--- src/rtl/tcb_pkg.sv ---
// Shared TCB bus types: response status encoding.
package tcb_pkg;

  localparam int unsigned TCB_STS_W = 2;

  typedef enum logic [TCB_STS_W-1:0] {
    TCB_STS_OKAY  = 2'b00,
    TCB_STS_RANGE = 2'b01,
    TCB_STS_ALIGN = 2'b10
  } tcb_sts_t;

endpackage

--- src/rtl/tcb_vip_lfsr8.sv ---
// 8-bit Fibonacci LFSR (x^8+x^6+x^5+x^4+1), shifts left while ena is high.
module tcb_vip_lfsr8 (
  input  logic       clk,
  input  logic       rst,
  input  logic       ena,
  input  logic [7:0] seed,
  output logic [7:0] lfsr
);

  logic fb;

  assign fb = lfsr[7] ^ lfsr[5] ^ lfsr[4] ^ lfsr[3];

  always_ff @(posedge clk) begin
    if (rst) begin
      lfsr <= seed;
    end else if (ena) begin
      lfsr <= {lfsr[6:0], fb};
    end
  end

endmodule

--- src/rtl/tcb_vip_memory.sv ---
// TCB subordinate memory model with fixed response delay and LFSR-driven
// stall injection; stalls are bounded to STL_MAX consecutive cycles.
module tcb_vip_memory
  import tcb_pkg::*;
#(
  parameter int unsigned ADR     = 8,
  parameter int unsigned DAT     = 32,
  parameter int unsigned SIZE    = 128,
  parameter int unsigned DLY     = 1,
  parameter int unsigned STL     = 1,
  parameter int unsigned STL_MAX = 3,
  parameter logic [7:0]  SEED    = 8'hA5
) (
  input  logic             clk,
  input  logic             rst,
  input  logic             vld,
  output logic             rdy,
  input  logic             wen,
  input  logic [ADR-1:0]   adr,
  input  logic [DAT/8-1:0] byt,
  input  logic [DAT-1:0]   wdt,
  output logic [DAT-1:0]   rdt,
  output logic [1:0]       sts
);

  localparam int unsigned BYT   = DAT / 8;
  localparam int unsigned LB    = $clog2(BYT);
  localparam int unsigned WORDS = SIZE / BYT;
  localparam int unsigned IW    = (WORDS > 1) ? $clog2(WORDS) : 1;
  localparam int unsigned AW1   = ADR + 1;

  localparam logic [ADR-1:0] ALIGN_MASK = ADR'(BYT - 1);
  localparam logic [AW1-1:0] SIZE_LIM   = AW1'(SIZE);
  localparam logic [3:0]     SCNT_MAX   = 4'(STL_MAX);

  typedef struct packed {
    logic           act;
    logic           wen;
    logic [1:0]     sts;
    logic [DAT-1:0] rdt;
  } rsp_t;

  logic [DAT-1:0] mem [WORDS];

  logic           trn;
  logic [IW-1:0]  widx;
  tcb_sts_t       req_sts;
  logic           mem_we;
  rsp_t           rsp_in;
  rsp_t           rsp_last;

  logic [7:0]     lfsr;
  logic           lfsr_unused;
  logic           raw_rdy;
  logic [3:0]     scnt;

  // Stall generator: pseudo-random ready, forced high after STL_MAX stalls.
  tcb_vip_lfsr8 u_lfsr (
    .clk  (clk),
    .rst  (rst),
    .ena  (vld),
    .seed (SEED),
    .lfsr (lfsr)
  );

  assign raw_rdy     = (lfsr[1:0] != 2'b00);
  assign lfsr_unused = ^lfsr[7:2];
  assign rdy         = ~rst & ((STL == 0) | raw_rdy | (scnt == SCNT_MAX));
  assign trn         = vld & rdy;

  always_ff @(posedge clk) begin
    if (rst) begin
      scnt <= 4'd0;
    end else if (!vld || trn) begin
      scnt <= 4'd0;
    end else begin
      scnt <= scnt + 4'd1;
    end
  end

  // Status decode: misalignment takes priority over out-of-range.
  always_comb begin
    req_sts = TCB_STS_OKAY;
    if ((adr & ALIGN_MASK) != '0) begin
      req_sts = TCB_STS_ALIGN;
    end else if ({1'b0, adr} >= SIZE_LIM) begin
      req_sts = TCB_STS_RANGE;
    end
  end

  assign widx   = adr[LB +: IW];
  assign mem_we = trn & wen & (req_sts == TCB_STS_OKAY);

  always_ff @(posedge clk) begin
    if (mem_we) begin
      for (int unsigned l = 0; l < BYT; l++) begin
        if (byt[l]) begin
          mem[widx][8*l +: 8] <= wdt[8*l +: 8];
        end
      end
    end
  end

  // Response captured in the transfer cycle; read data only for OKAY reads.
  always_comb begin
    rsp_in     = '0;
    rsp_in.act = trn;
    rsp_in.wen = wen;
    rsp_in.sts = req_sts;
    if (!wen && (req_sts == TCB_STS_OKAY)) begin
      rsp_in.rdt = mem[widx];
    end
  end

  for (genvar i = 0; i < DLY; i++) begin : g_pipe
    rsp_t q;
    if (i == 0) begin : g_head
      always_ff @(posedge clk) begin
        if (rst) q <= '0;
        else     q <= rsp_in;
      end
    end else begin : g_tail
      always_ff @(posedge clk) begin
        if (rst) q <= '0;
        else     q <= g_pipe[i-1].q;
      end
    end
  end

  assign rsp_last = g_pipe[DLY-1].q;
  assign rdt      = (rsp_last.act && !rsp_last.wen) ? rsp_last.rdt : '0;
  assign sts      = rsp_last.act ? rsp_last.sts : 2'b00;

endmodule

--- config.mk ---
export PLATFORM = sky130hd
export DESIGN_NAME = tcb_vip_memory
export DESIGN_NICKNAME = d
export VERILOG_FILES = /design/src/rtl/tcb_pkg.sv /design/src/rtl/tcb_vip_lfsr8.sv /design/src/rtl/tcb_vip_memory.sv
export SDC_FILE = /design/constraint.sdc
export NUM_CORES = 1
export LEC_CHECK = 0
export BUFFER_PORTS_ARGS = -buffer_cell sky130_fd_sc_hd__buf_2
export CAP_MARGIN = 30
export CELL_PAD_IN_SITES_DETAIL_PLACEMENT = 0
export CELL_PAD_IN_SITES_GLOBAL_PLACEMENT = 1
export CORE_MARGIN = 2
export CORE_UTILIZATION = 45
export CTS_BUF_LIST = sky130_fd_sc_hd__clkbuf_4 sky130_fd_sc_hd__clkbuf_8
export CTS_CLUSTER_SIZE = 16
export DETAILED_ROUTE_END_ITERATION = 8
export PLACE_DENSITY = 0.74
export RECOVER_POWER = 25
export SLEW_MARGIN = 0
export SYNTH_ARGS = -nofsm -noshare
export SYNTH_HDL_FRONTEND = slang
export SYNTH_SLANG_ARGS = --single-unit
--- constraint.sdc ---
create_clock -name clk -period 1.9 [get_ports clk]
set_clock_uncertainty 0.05 [all_clocks]
set_input_delay 0.095 -clock clk [delete_from_list [all_inputs] [get_ports clk]]
set_output_delay 0.095 -clock clk [all_outputs]
set_load 0.005 [all_outputs]
==> impl.org <==
** Synth
- Post-synth net total :: approximately 2,400
- Summed over all instances, the cell type with the most area after synthesis is sky130_fd_sc_hd__edfxtp_1.
- Counting flops with a built-in enable in the synthesized netlist gives between 1,000 and 1,500.
- Summing the sequential cell areas from Yosys gives 77.0% of the chip area.
- Distinct cells, synth :: 34
- Cells taking the most area after synthesis :: sky130_fd_sc_hd__edfxtp_1 (75%), sky130_fd_sc_hd__mux2i_1 (13%), sky130_fd_sc_hd__o22ai_1 (3.9%)
- #FFs+latches synth :: between 1,000 and 1,500
- Proportion of register bits with asynchronous set or reset after synthesis :: 0%
- Of the post-synthesis cell area, the dominant cell type holds between 70% and 80%.
- Combined area of all synthesized cells :: 41,200 um^2
- Dominant synthesized flop cell :: sky130_fd_sc_hd__edfxtp_1
- A synthesized cell averages about 17 um^2.
- Post-Synthesis Cells :: 2,387
- Yosys printed 0 warnings.

** STA
- Number of pins with negative max-slew slack in the final report :: 297
- Post-route minimum period :: 2.09 ns
- Headroom to the max-slew limit :: -23.7%
- Setup violations remaining at the end of the flow were counted as around 1,100.
- For this run, the top clock speed supported by timing is roughly 480 MHz.
- Across all setup checks in the final design, the least slack found is -0.188 ns.
- The worst path uses 110% of the clock period.
- Hold WS :: between 0.1 and 0.15 ns
- Unrepaired setup endpoints after global routing :: true
- Number of failing hold endpoints at the final stage :: 0
- Measured slew at the worst slew-check pin :: 1.86 ns

** Floorplanning
- In this run the horizontal extent of the chip is about 300 um.
- From bottom edge to top edge, the die measures between 300 and 400 um.
- 83 I/O pins were placed.
- Starting Density :: 45.6%
- The die covers roughly 94,000 um^2.
- Cell Rows :: 110
- Core area :: 90,300 um^2

** Routing
- Total iterations of the first detailed-routing run :: 5
- Final wirelength :: 105,000 um
- Detailed router's first-iteration violation count :: 2,021
- After detailed routing, the average wire length per cell comes to ~25 um.
- Once detail routing completed, the nets flagged for antenna violations numbered 0.
- # DRC :: 0
- Dividing the detail-routed via count by the number of cells gives approximately 5.6.
- Via count :: roughly 23,000

** Power and ir drop
- Maximum vdd drop :: around 620 uV
- For this design the ratio of total power to cell area is around 920 nW/um^2.
- The analysis attributes to cell leakage a power of 18.0 nW.

** Global routing
- Global-route track usage on met1 :: 30.0%
- Summed over all layers, the global routing overflow is 0.
- The number of global-route vias before repair is 23,700.
- Entering global routing, the biggest net connects 44 pins.
- After global routing, the most crowded layer is met2.
- GRT met2 Usage :: 35.9%
- Gr usage total :: 22.3%
- In the global route stage, met3 resource usage came out at approximately 4.6%.
- The initial antenna violation count came to 2.
- Wire length of the first global-routing pass :: 152,000 um

** Hold path
- Along the worst hold path, the cell count comes to 6.
- Classification of the worst-slack hold path :: in2reg

** Setup path
- Largest fanout on the critical path :: 8
- Critical path class :: reg2reg
- The worst register-to-register path has a depth of 8.
- At the worst endpoint, the required time is between 2 and 2.5 ns.
- Data arrives at the worst endpoint at between 2 and 3 ns.
- Critical path launch point type :: flop
- Crit end category :: flop

** Clock tree
- CTS built an H-tree with a depth of 4.
- Clock tree from TritonCTS :: built
- Total CTS buffers :: 161
- Library cell used as clock root buffer :: sky130_fd_sc_hd__clkbuf_8
- CTS Buffer Depth :: 3
- Clock sink total :: approximately 1,100
- Worst-skew pair later-pin latency :: between 0.8 and 0.9 ns
- Clock transition at the register clock pins on the worst setup and hold paths after CTS :: around 0.060 ns

** Placed design
- HPWL after detailed placement :: roughly 66,000 um
- Final weighted congestion of routability-driven global placement :: slightly above 0.9
- During placement, the flow inserted port buffers numbering 82.

** Cells and area
- For this run, the share of the core covered by cells in the final layout is between 50 and 60%.
- Commonest non-fill, non-tap cells in the layout :: sky130_fd_sc_hd__edfxtp_1 (1,024), sky130_fd_sc_hd__mux2i_1 (516), sky130_fd_sc_hd__o22ai_1 (254)
- Most common cell after layout, fill and taps aside :: sky130_fd_sc_hd__edfxtp_1
- Area delta synth->final :: 25.5%
- The layout has between 6,000 and 7,000 filler cells.
- Share of cells above drive strength 1 :: ~28%
- After the last flow step, the layout net total stands at just under 3,000.

** Job
- MaxCap Viol Count :: 9

** Run status
- Outcome :: finished with violations
- The final reports fail on max-capacitance violations, max-slew violations, negative setup slack.
## per-layer routing
metal / part of all wire, % / wire length [um] / vias to the layer above
li1: - / - / 10400
met1: 42 / 43800 / 11900
met2: 48 / 50400 / 875
met3: 7.0 / 7320 / 177
met4: 3.2 / 3330 / 2
met5: 0.015 / 16 / -
## power breakdown
| part | leakage (nW) | switching [mW] | internal, mW | total (mW) |
|---|---|---|---|---|
| registers | 9.59 | 0.0156 | 25.9 | 25.9 |
| logic | 6.67 | 1.41 | 0.852 | 2.27 |
| clock network | 1.77 | 8.59 | 10.7 | 19.3 |
## logic make-up after synthesis
group | Yosys count | synth area share, %
mux | 516 | 12.5
compound gates | 293 | 4.51
fa+ha+maj | 1 | 0.0304
buf+inv | 148 | 1.76
flops | 1072 | 77.0
xor+xnor | 5 | 0.106
simple gates | 352 | 4.02
## cell usage after synthesis, types with 2 or more instances
cell type                   number
sky130_fd_sc_hd__a211o_1         3
sky130_fd_sc_hd__a31oi_1        32
sky130_fd_sc_hd__and2_1         36
sky130_fd_sc_hd__and3_1          2
sky130_fd_sc_hd__and3b_1         2
sky130_fd_sc_hd__buf_1           8
sky130_fd_sc_hd__buf_2          67
sky130_fd_sc_hd__buf_6          11
sky130_fd_sc_hd__clkbuf_1       60
sky130_fd_sc_hd__clkbuf_2        2
sky130_fd_sc_hd__dfxtp_1        48
sky130_fd_sc_hd__edfxtp_1     1024
sky130_fd_sc_hd__mux2i_1       516
sky130_fd_sc_hd__nand2_1        35
sky130_fd_sc_hd__nand3_1         5
sky130_fd_sc_hd__nand4b_1        4
sky130_fd_sc_hd__nand4bb_1       6
sky130_fd_sc_hd__nor2_1        207
sky130_fd_sc_hd__nor2b_1         9
sky130_fd_sc_hd__nor3_1          3
sky130_fd_sc_hd__nor3b_1         3
sky130_fd_sc_hd__nor4_1         32
sky130_fd_sc_hd__o22ai_1       254
sky130_fd_sc_hd__o22ai_2         2
sky130_fd_sc_hd__or4b_1          4
sky130_fd_sc_hd__xnor2_1         4
## registers in the layout (all words and copies together) (netlist names)
name         cells
g_pipe.q        36
mem           1024
scnt             4
u_lfsr.lfsr      8
## worst max-delay path, stage by stage, from the launching register on
cell                      delay, ns
sky130_fd_sc_hd__dfxtp_2       0.36
sky130_fd_sc_hd__ha_4          0.13
sky130_fd_sc_hd__nor3b_4       0.21
sky130_fd_sc_hd__o311a_1       0.22
sky130_fd_sc_hd__buf_12        0.18
sky130_fd_sc_hd__nand2_8       0.12
sky130_fd_sc_hd__buf_16        0.20
sky130_fd_sc_hd__nor2_2        0.15
sky130_fd_sc_hd__buf_12        0.14
## per-stage QoR
stage               cell area (um^2)  total power, mW  std cells  worst slack, ns  TNS (ns)
finish                         51600             47.5       4174           -0.188   -126.45
global route                   51600             48.9       4174           -0.262   -197.06
CTS                            51100             47.8       4167           -0.273   -170.29
detailed placement             46300             28.5       3810           -0.458   -282.01
global placement               46300             28.5       3810           -0.422   -215.00
floorplan                      41600             27.4       2387          -0.0817    -61.90
## final cells by class
cell class,count,area (um^2),share of cell area (%)
timing repair buffer,463,5250,10.2
sequential,1072,31700,61.4
clock buffer,226,2770,5.37
multi-input combinational,1167,9850,19.1
tap,1176,1470,2.85
clock inverter,69,583,1.13
antenna,1,2.50,0.00485
## worst paths after layout
kind | start | endpoint | slack, ns
max | scnt[1] | mem[14][15] | -0.19
min | adr[2] | g_pipe[0].q[3] | 0.12
max reg2reg | scnt[1] | mem[14][15] | -0.19
min reg2reg | u_lfsr.lfsr[6] | u_lfsr.lfsr[7] | 0.43
## what timing repair did
item                       in CTS  in global routing
hold endpoints to repair     1549                  0
setup endpoints to repair    1057               1057
hold buffers                   46                  0
resized for setup             146                111
buffers inserted                5                  5
pin swaps                      60                 68
gates cloned                   11                  2
Note: power is estimated with default switching activity, not from simulation.
